<file path="src/rtl/ps2_write.sv">
`default_nettype none
// ============================================================================
//  Module   : ps2_write
//  Purpose  : Host-to-device PS/2 command writer. Inhibits the bus, issues a
//             request-to-send, shifts one command byte (LSB first), odd parity
//             and stop bit on the device-generated clock, then checks the
//             device acknowledge and waits for the bus to go idle.
//  Ports    : qzt_clk   in   system clock, rising edge
//             reset_n   in   asynchronous active-low reset
//             start     in   one-cycle transmit request (honoured in IDLE only)
//             data_in   in   [7:0] command byte
//             PS2C      in   sensed PS/2 clock line
//             PS2D      in   sensed PS/2 data line
//             PS2C_low  out  1 = pull PS/2 clock low (open-drain enable)
//             PS2D_low  out  1 = pull PS/2 data low (open-drain enable)
//             busy      out  high whenever not idle
//             done      out  one-cycle pulse, byte sent and acknowledged
//             err       out  one-cycle pulse, no acknowledge or timeout
//  Revision : 1.0  initial release
// ============================================================================
module ps2_write #(
  parameter int INHIBIT_CYCLES = 1200,
  parameter int TIMEOUT_CYCLES = 200000
) (
  input  logic       qzt_clk,
  input  logic       reset_n,
  input  logic       start,
  input  logic [7:0] data_in,
  input  logic       PS2C,
  input  logic       PS2D,
  output logic       PS2C_low,
  output logic       PS2D_low,
  output logic       busy,
  output logic       done,
  output logic       err
);

  // One counter serves both the inhibit interval and the edge timeout,
  // so it is sized for the larger of the two.
  localparam int C_CNT_MAX = (INHIBIT_CYCLES > TIMEOUT_CYCLES) ? INHIBIT_CYCLES : TIMEOUT_CYCLES;
  localparam int C_CNT_W   = $clog2(C_CNT_MAX + 1);
  localparam logic [C_CNT_W-1:0] C_INH_LAST = C_CNT_W'(INHIBIT_CYCLES - 1);
  localparam logic [C_CNT_W-1:0] C_TO_LAST  = C_CNT_W'(TIMEOUT_CYCLES - 1);

  typedef enum logic [2:0] {
    S_IDLE    = 3'd0,
    S_INHIBIT = 3'd1,
    S_REQ     = 3'd2,
    S_SEND    = 3'd3,
    S_ACK     = 3'd4,
    S_RELEASE = 3'd5
  } state_t;

  state_t               state_q, state_d;
  logic                 ps2c_meta_q, ps2c_sync_q, ps2c_prev_q;
  logic                 ps2d_meta_q, ps2d_sync_q;
  logic [9:0]           shift_q, shift_d;
  logic [3:0]           bit_cnt_q, bit_cnt_d;
  logic [C_CNT_W-1:0]   cnt_q, cnt_d;
  logic                 c_low_q, c_low_d;
  logic                 d_low_q, d_low_d;
  logic                 done_q, done_d;
  logic                 err_q, err_d;

  logic                 w_ps2c_fall;
  logic [C_CNT_W-1:0]   w_cnt_inc;

  assign w_ps2c_fall = ps2c_prev_q & ~ps2c_sync_q;
  assign w_cnt_inc   = cnt_q + 1'b1;

  // --------------------------------------------------------------------------
  // Next-state logic
  // --------------------------------------------------------------------------
  always_comb begin
    state_d   = state_q;
    shift_d   = shift_q;
    bit_cnt_d = bit_cnt_q;
    cnt_d     = cnt_q;
    c_low_d   = c_low_q;
    d_low_d   = d_low_q;
    done_d    = 1'b0;
    err_d     = 1'b0;

    case (state_q)
      S_IDLE: begin
        c_low_d = 1'b0;
        d_low_d = 1'b0;
        if (start) begin
          // Frame bits after the start bit: data LSB first, odd parity, stop.
          shift_d   = {1'b1, ~^data_in, data_in};
          bit_cnt_d = 4'd0;
          cnt_d     = '0;
          c_low_d   = 1'b1;
          // A one-cycle inhibit has its last cycle right away.
          d_low_d   = (INHIBIT_CYCLES == 1);
          state_d   = S_INHIBIT;
        end
      end

      S_INHIBIT: begin
        if (cnt_q == C_INH_LAST) begin
          c_low_d = 1'b0;
          d_low_d = 1'b1;        // start bit, held through REQ
          cnt_d   = '0;
          state_d = S_REQ;
        end else begin
          cnt_d = w_cnt_inc;
          // Data goes low so that it is visible in the final inhibit cycle.
          if (w_cnt_inc == C_INH_LAST) d_low_d = 1'b1;
        end
      end

      S_REQ, S_SEND, S_ACK, S_RELEASE: begin
        cnt_d = w_ps2c_fall ? '0 : w_cnt_inc;
        if (cnt_q == C_TO_LAST) begin
          c_low_d = 1'b0;
          d_low_d = 1'b0;
          err_d   = 1'b1;
          cnt_d   = '0;
          state_d = S_IDLE;
        end else begin
          case (state_q)
            S_REQ: begin
              if (w_ps2c_fall) begin
                d_low_d   = ~shift_q[0];
                shift_d   = {1'b0, shift_q[9:1]};
                bit_cnt_d = 4'd1;
                state_d   = S_SEND;
              end
            end
            S_SEND: begin
              if (w_ps2c_fall) begin
                d_low_d   = ~shift_q[0];
                shift_d   = {1'b0, shift_q[9:1]};
                bit_cnt_d = bit_cnt_q + 4'd1;
                // Index 9 is the stop bit; the next edge carries the ACK.
                if (bit_cnt_q == 4'd9) state_d = S_ACK;
              end
            end
            S_ACK: begin
              if (w_ps2c_fall) begin
                if (!ps2d_sync_q) begin
                  state_d = S_RELEASE;
                end else begin
                  c_low_d = 1'b0;
                  d_low_d = 1'b0;
                  err_d   = 1'b1;
                  state_d = S_IDLE;
                end
              end
            end
            S_RELEASE: begin
              if (ps2c_sync_q && ps2d_sync_q) begin
                done_d  = 1'b1;
                state_d = S_IDLE;
              end
            end
            default: begin
            end
          endcase
        end
      end

      default: begin
        c_low_d = 1'b0;
        d_low_d = 1'b0;
        state_d = S_IDLE;
      end
    endcase
  end

  // --------------------------------------------------------------------------
  // Registers: synchronizers, FSM, counters and all outputs
  // --------------------------------------------------------------------------
  always_ff @(posedge qzt_clk or negedge reset_n) begin
    if (!reset_n) begin
      state_q     <= S_IDLE;
      ps2c_meta_q <= 1'b1;
      ps2c_sync_q <= 1'b1;
      ps2c_prev_q <= 1'b1;
      ps2d_meta_q <= 1'b1;
      ps2d_sync_q <= 1'b1;
      shift_q     <= '0;
      bit_cnt_q   <= 4'd0;
      cnt_q       <= '0;
      c_low_q     <= 1'b0;
      d_low_q     <= 1'b0;
      done_q      <= 1'b0;
      err_q       <= 1'b0;
    end else begin
      state_q     <= state_d;
      ps2c_meta_q <= PS2C;
      ps2c_sync_q <= ps2c_meta_q;
      ps2c_prev_q <= ps2c_sync_q;
      ps2d_meta_q <= PS2D;
      ps2d_sync_q <= ps2d_meta_q;
      shift_q     <= shift_d;
      bit_cnt_q   <= bit_cnt_d;
      cnt_q       <= cnt_d;
      c_low_q     <= c_low_d;
      d_low_q     <= d_low_d;
      done_q      <= done_d;
      err_q       <= err_d;
    end
  end

  assign PS2C_low = c_low_q;
  assign PS2D_low = d_low_q;
  assign busy     = (state_q != S_IDLE);
  assign done     = done_q;
  assign err      = err_q;

endmodule
`default_nettype wire
</file>
<file path="config.mk">
export PLATFORM = sky130hd
export DESIGN_NAME = ps2_write
export DESIGN_NICKNAME = d
export VERILOG_FILES = /design/src/rtl/ps2_write.sv
export SDC_FILE = /design/constraint.sdc
export NUM_CORES = 1
export LEC_CHECK = 0
export ABC_AREA = 0
export CAP_MARGIN = 20
export CORE_ASPECT_RATIO = 1.5
export CORE_MARGIN = 2
export CORE_UTILIZATION = 59
export CTS_CLUSTER_SIZE = 12
export DETAILED_ROUTE_END_ITERATION = 16
export PLACE_DENSITY = 0.8
export SYNTH_ARGS = -nofsm -noshare
export SYNTH_HDL_FRONTEND = slang
export SYNTH_SLANG_ARGS = --single-unit
</file>
<file path="constraint.sdc">
create_clock -name qzt_clk -period 3.2 [get_ports qzt_clk]
set_clock_uncertainty 0.15 [all_clocks]
set_input_delay 0.64 -clock qzt_clk [delete_from_list [all_inputs] [get_ports qzt_clk]]
set_output_delay 0.64 -clock qzt_clk [all_outputs]
set_load 0.005 [all_outputs]
</file>
==> out/results.ini <==
[drt]
wire_per_inst_um=16.1
antenna_left=0
dr.first_iter.drc_count=118
dr.pass1.iters=4
vias=2339
drt-total-wl_mm=6.26
drc=0
routed_via_density=6.01

[placed_design]
post-place-ws_ps=542
numPortBuffers=17
place.gp.congestion=0.963
place_hpwl_mm=4.50
place_area_um2=2950

[synthesis]
muxShareOfSynthArea=0.0396
netlist_instances=311
synth_xor_area_frac=0.0378
synthSimpleGateAreaFrac=0.246
synth_area_um2=2780
synth_compound_gate_area_share=0.203
synthFlopType=dfrtp_1
synthArstFlopShare=1.00
synth_top_family_by_area=simple AND/OR/NAND/NOR gates
yosys.area_share.adder=0.0180
ys_types=67
synth_warnings=0
avgSynthCellArea_um2=8.95
syn-num-nets=328
synth_edf_count=0
synth-seq-area-share=0.398
ys_ff_latch=44

[sta]
slew_headroom=0.661
finalCriticalPeriod_ps=2720
setup_violations=0
hold_viol_final=0
rsz0062_at_grt=false
max_freq_mhz=368
finalCritPeriodShare=0.849
fin_ws_ps=484
slew_viol_final=0
worstMarginPinSlew_ps=504
finalSetupTns_ps=0

[power]
peakVddDrop_mv=0.369
power.density_nw_per_um2=723
leakagePower_nw=1.25

[floorplanning]
rows=30
initial_core_util=0.613
placeableCoreArea_um2=4540
die_h_um=88.1
io_pins=18
die_area_um2=5290
die_w_um=60.1

[grt]
grtUsageMet1=0.300
grt_start_max_net_pins=45
gr-usage-met3=0.0369
grt_util_met2=0.461
grt_use_total=0.261
grt_pass1_vias=2312
grt_pass1_wl_mm=10.4
gr-total-overflow=0
antenna_found_initial=0
grt.busiest_layer=met2

[critical_path]
critPathSlowestCell=dfrtp_1
endpoint_kind=flop
cp_max_fo=11
crit_buf_inv=1
cp.required_ps=3240
worst_r2r_path_depth=8
crit_arrival_ps=2760
criticalPathCategory=flop to flop
max_stage_delay_ps=490
crit_chain=ha_1, and3_1, nand3_1, o211ai_2, and2_1, buf_4, o21ai_1, a22o_1
critPathLaunchType=flop
crit_family=simple AND/OR/NAND/NOR gates
crit_cells=8

[clock_network]
clock_latency_ps=310
cts_resized=0
cts_root_buf=clkbuf_8
numCtsBuffers=5
cts_tree=yes
cts_max_path_buffers=2
htree_levels=2
path_clk_slew_ps=90
cts.sinks=44

[finish]
multiInputGateArea_um2=1520
num-nets-final=341
design_area_um2=3100
final_common_cell=dfrtp_1
antenna_cells=0
register_area_um2=1110
fillers=370
area_growth_pct=11.5
final_cell_mix=39 x dfrtp_1, 30 x nor2_1, 27 x o21ai_0, 27 x a21oi_1, 18 x nand2_1
layout-drive-gt1-share=0.114

[hold_path]
hold_path_depth=0
hp-class=flop to flop

[job]
drv_cap=0

[outcome]
status=finished, final reports clean

[Yosys cell counts (6+ instances only)]
library cell / n / area share
dfrtp_1: 39 / 0.35
nor2_1: 30 / 0.040
a21oi_1: 27 / 0.049
o21ai_0: 27 / 0.049
nand2_1: 18 / 0.024
mux2i_1: 11 / 0.040
xnor2_1: 11 / 0.035
inv_1: 10 / 0.013
nand2b_1: 8 / 0.018
nand3_1: 8 / 0.014
nand4_1: 7 / 0.016
nor4_1: 7 / 0.016
o21ai_1: 6 / 0.011
[where the power goes]
part / switching (mW) / total [mW] / internal, mW
Sequential: 0.140 / 0.822 / 0.682
Clock: 0.208 / 0.463 / 0.256
Combinational: 0.541 / 0.959 / 0.418
[stage by stage]
| stage | std cells | utilization | hold WS, ps | power (mW) |
|---|---|---|---|---|
| final | 389 | 0.683 | 213 | 2.24 |
| after global routing | 389 | 0.683 | 221 | 2.41 |
| after CTS | 387 | 0.677 | 219 | 2.24 |
| after detailed placement | 379 | 0.650 | 205 | 1.78 |
| after global placement | 379 | 0.650 | 203 | 1.75 |
| after floorplan | 311 | - | 194 | 1.53 |
[timing repair]
action,CTS,global route
hold endpoints to repair,0,1
hold buffers,0,1
setup endpoints to repair,0,0
buffers inserted,0,0
[routing by layer]
layer	vias up	routed length [um]
met5	-	0
met1	1120	2540
met2	48	3370
li1	1158	-
met3	13	217
met4	0	133
[logic make-up after synthesis]
family                   count (synthesis)
AND/OR/NAND/NOR                        119
AO/OA/AOI/OAI                           92
flip-flops                              44
buffers and inverters                   29
XOR/XNOR                                12
multiplexers                            11
adder cells (fa/ha/maj)                  4
[layout make-up]
cell class	instances	area share
clock buffers	6	0.0266
repair buffers	25	0.0774
inverters	10	0.0121
flip-flops and latches	44	0.357
clock inverters	2	0.0125
multi-input cells	238	0.489
well taps	64	0.0258
[worst paths after layout]
check | startpoint | to | slack, ps
min in group asynchronous | reset_n | bit_cnt_q[1]$_DFFE_PN0P_ | 490
worst min register to register | ps2d_meta_q$_DFF_PN1_ | ps2d_sync_q$_DFF_PN1_ | 210
worst max register to register | cnt_q[0]$_DFFE_PN0P_ | cnt_q[10]$_DFFE_PN0P_ | 480
max in group asynchronous | reset_n | ps2c_meta_q$_DFF_PN1_ | 1940
worst min-delay path | ps2d_meta_q$_DFF_PN1_ | ps2d_sync_q$_DFF_PN1_ | 210
worst max-delay path | cnt_q[0]$_DFFE_PN0P_ | cnt_q[10]$_DFFE_PN0P_ | 480
[state kept, by name (all words and copies together), names as in the netlist]
name and cells:
ps2c_sync_q 1, shift_q 10, state_q 3, ps2d_sync_q 1
cnt_q 18, err 1, PS2C_low 1, bit_cnt_q 4
ps2c_meta_q 1, done 1, ps2d_meta_q 1, PS2D_low 1
ps2c_prev_q 1
No activity file was read; power rests on OpenSTA's default activity.
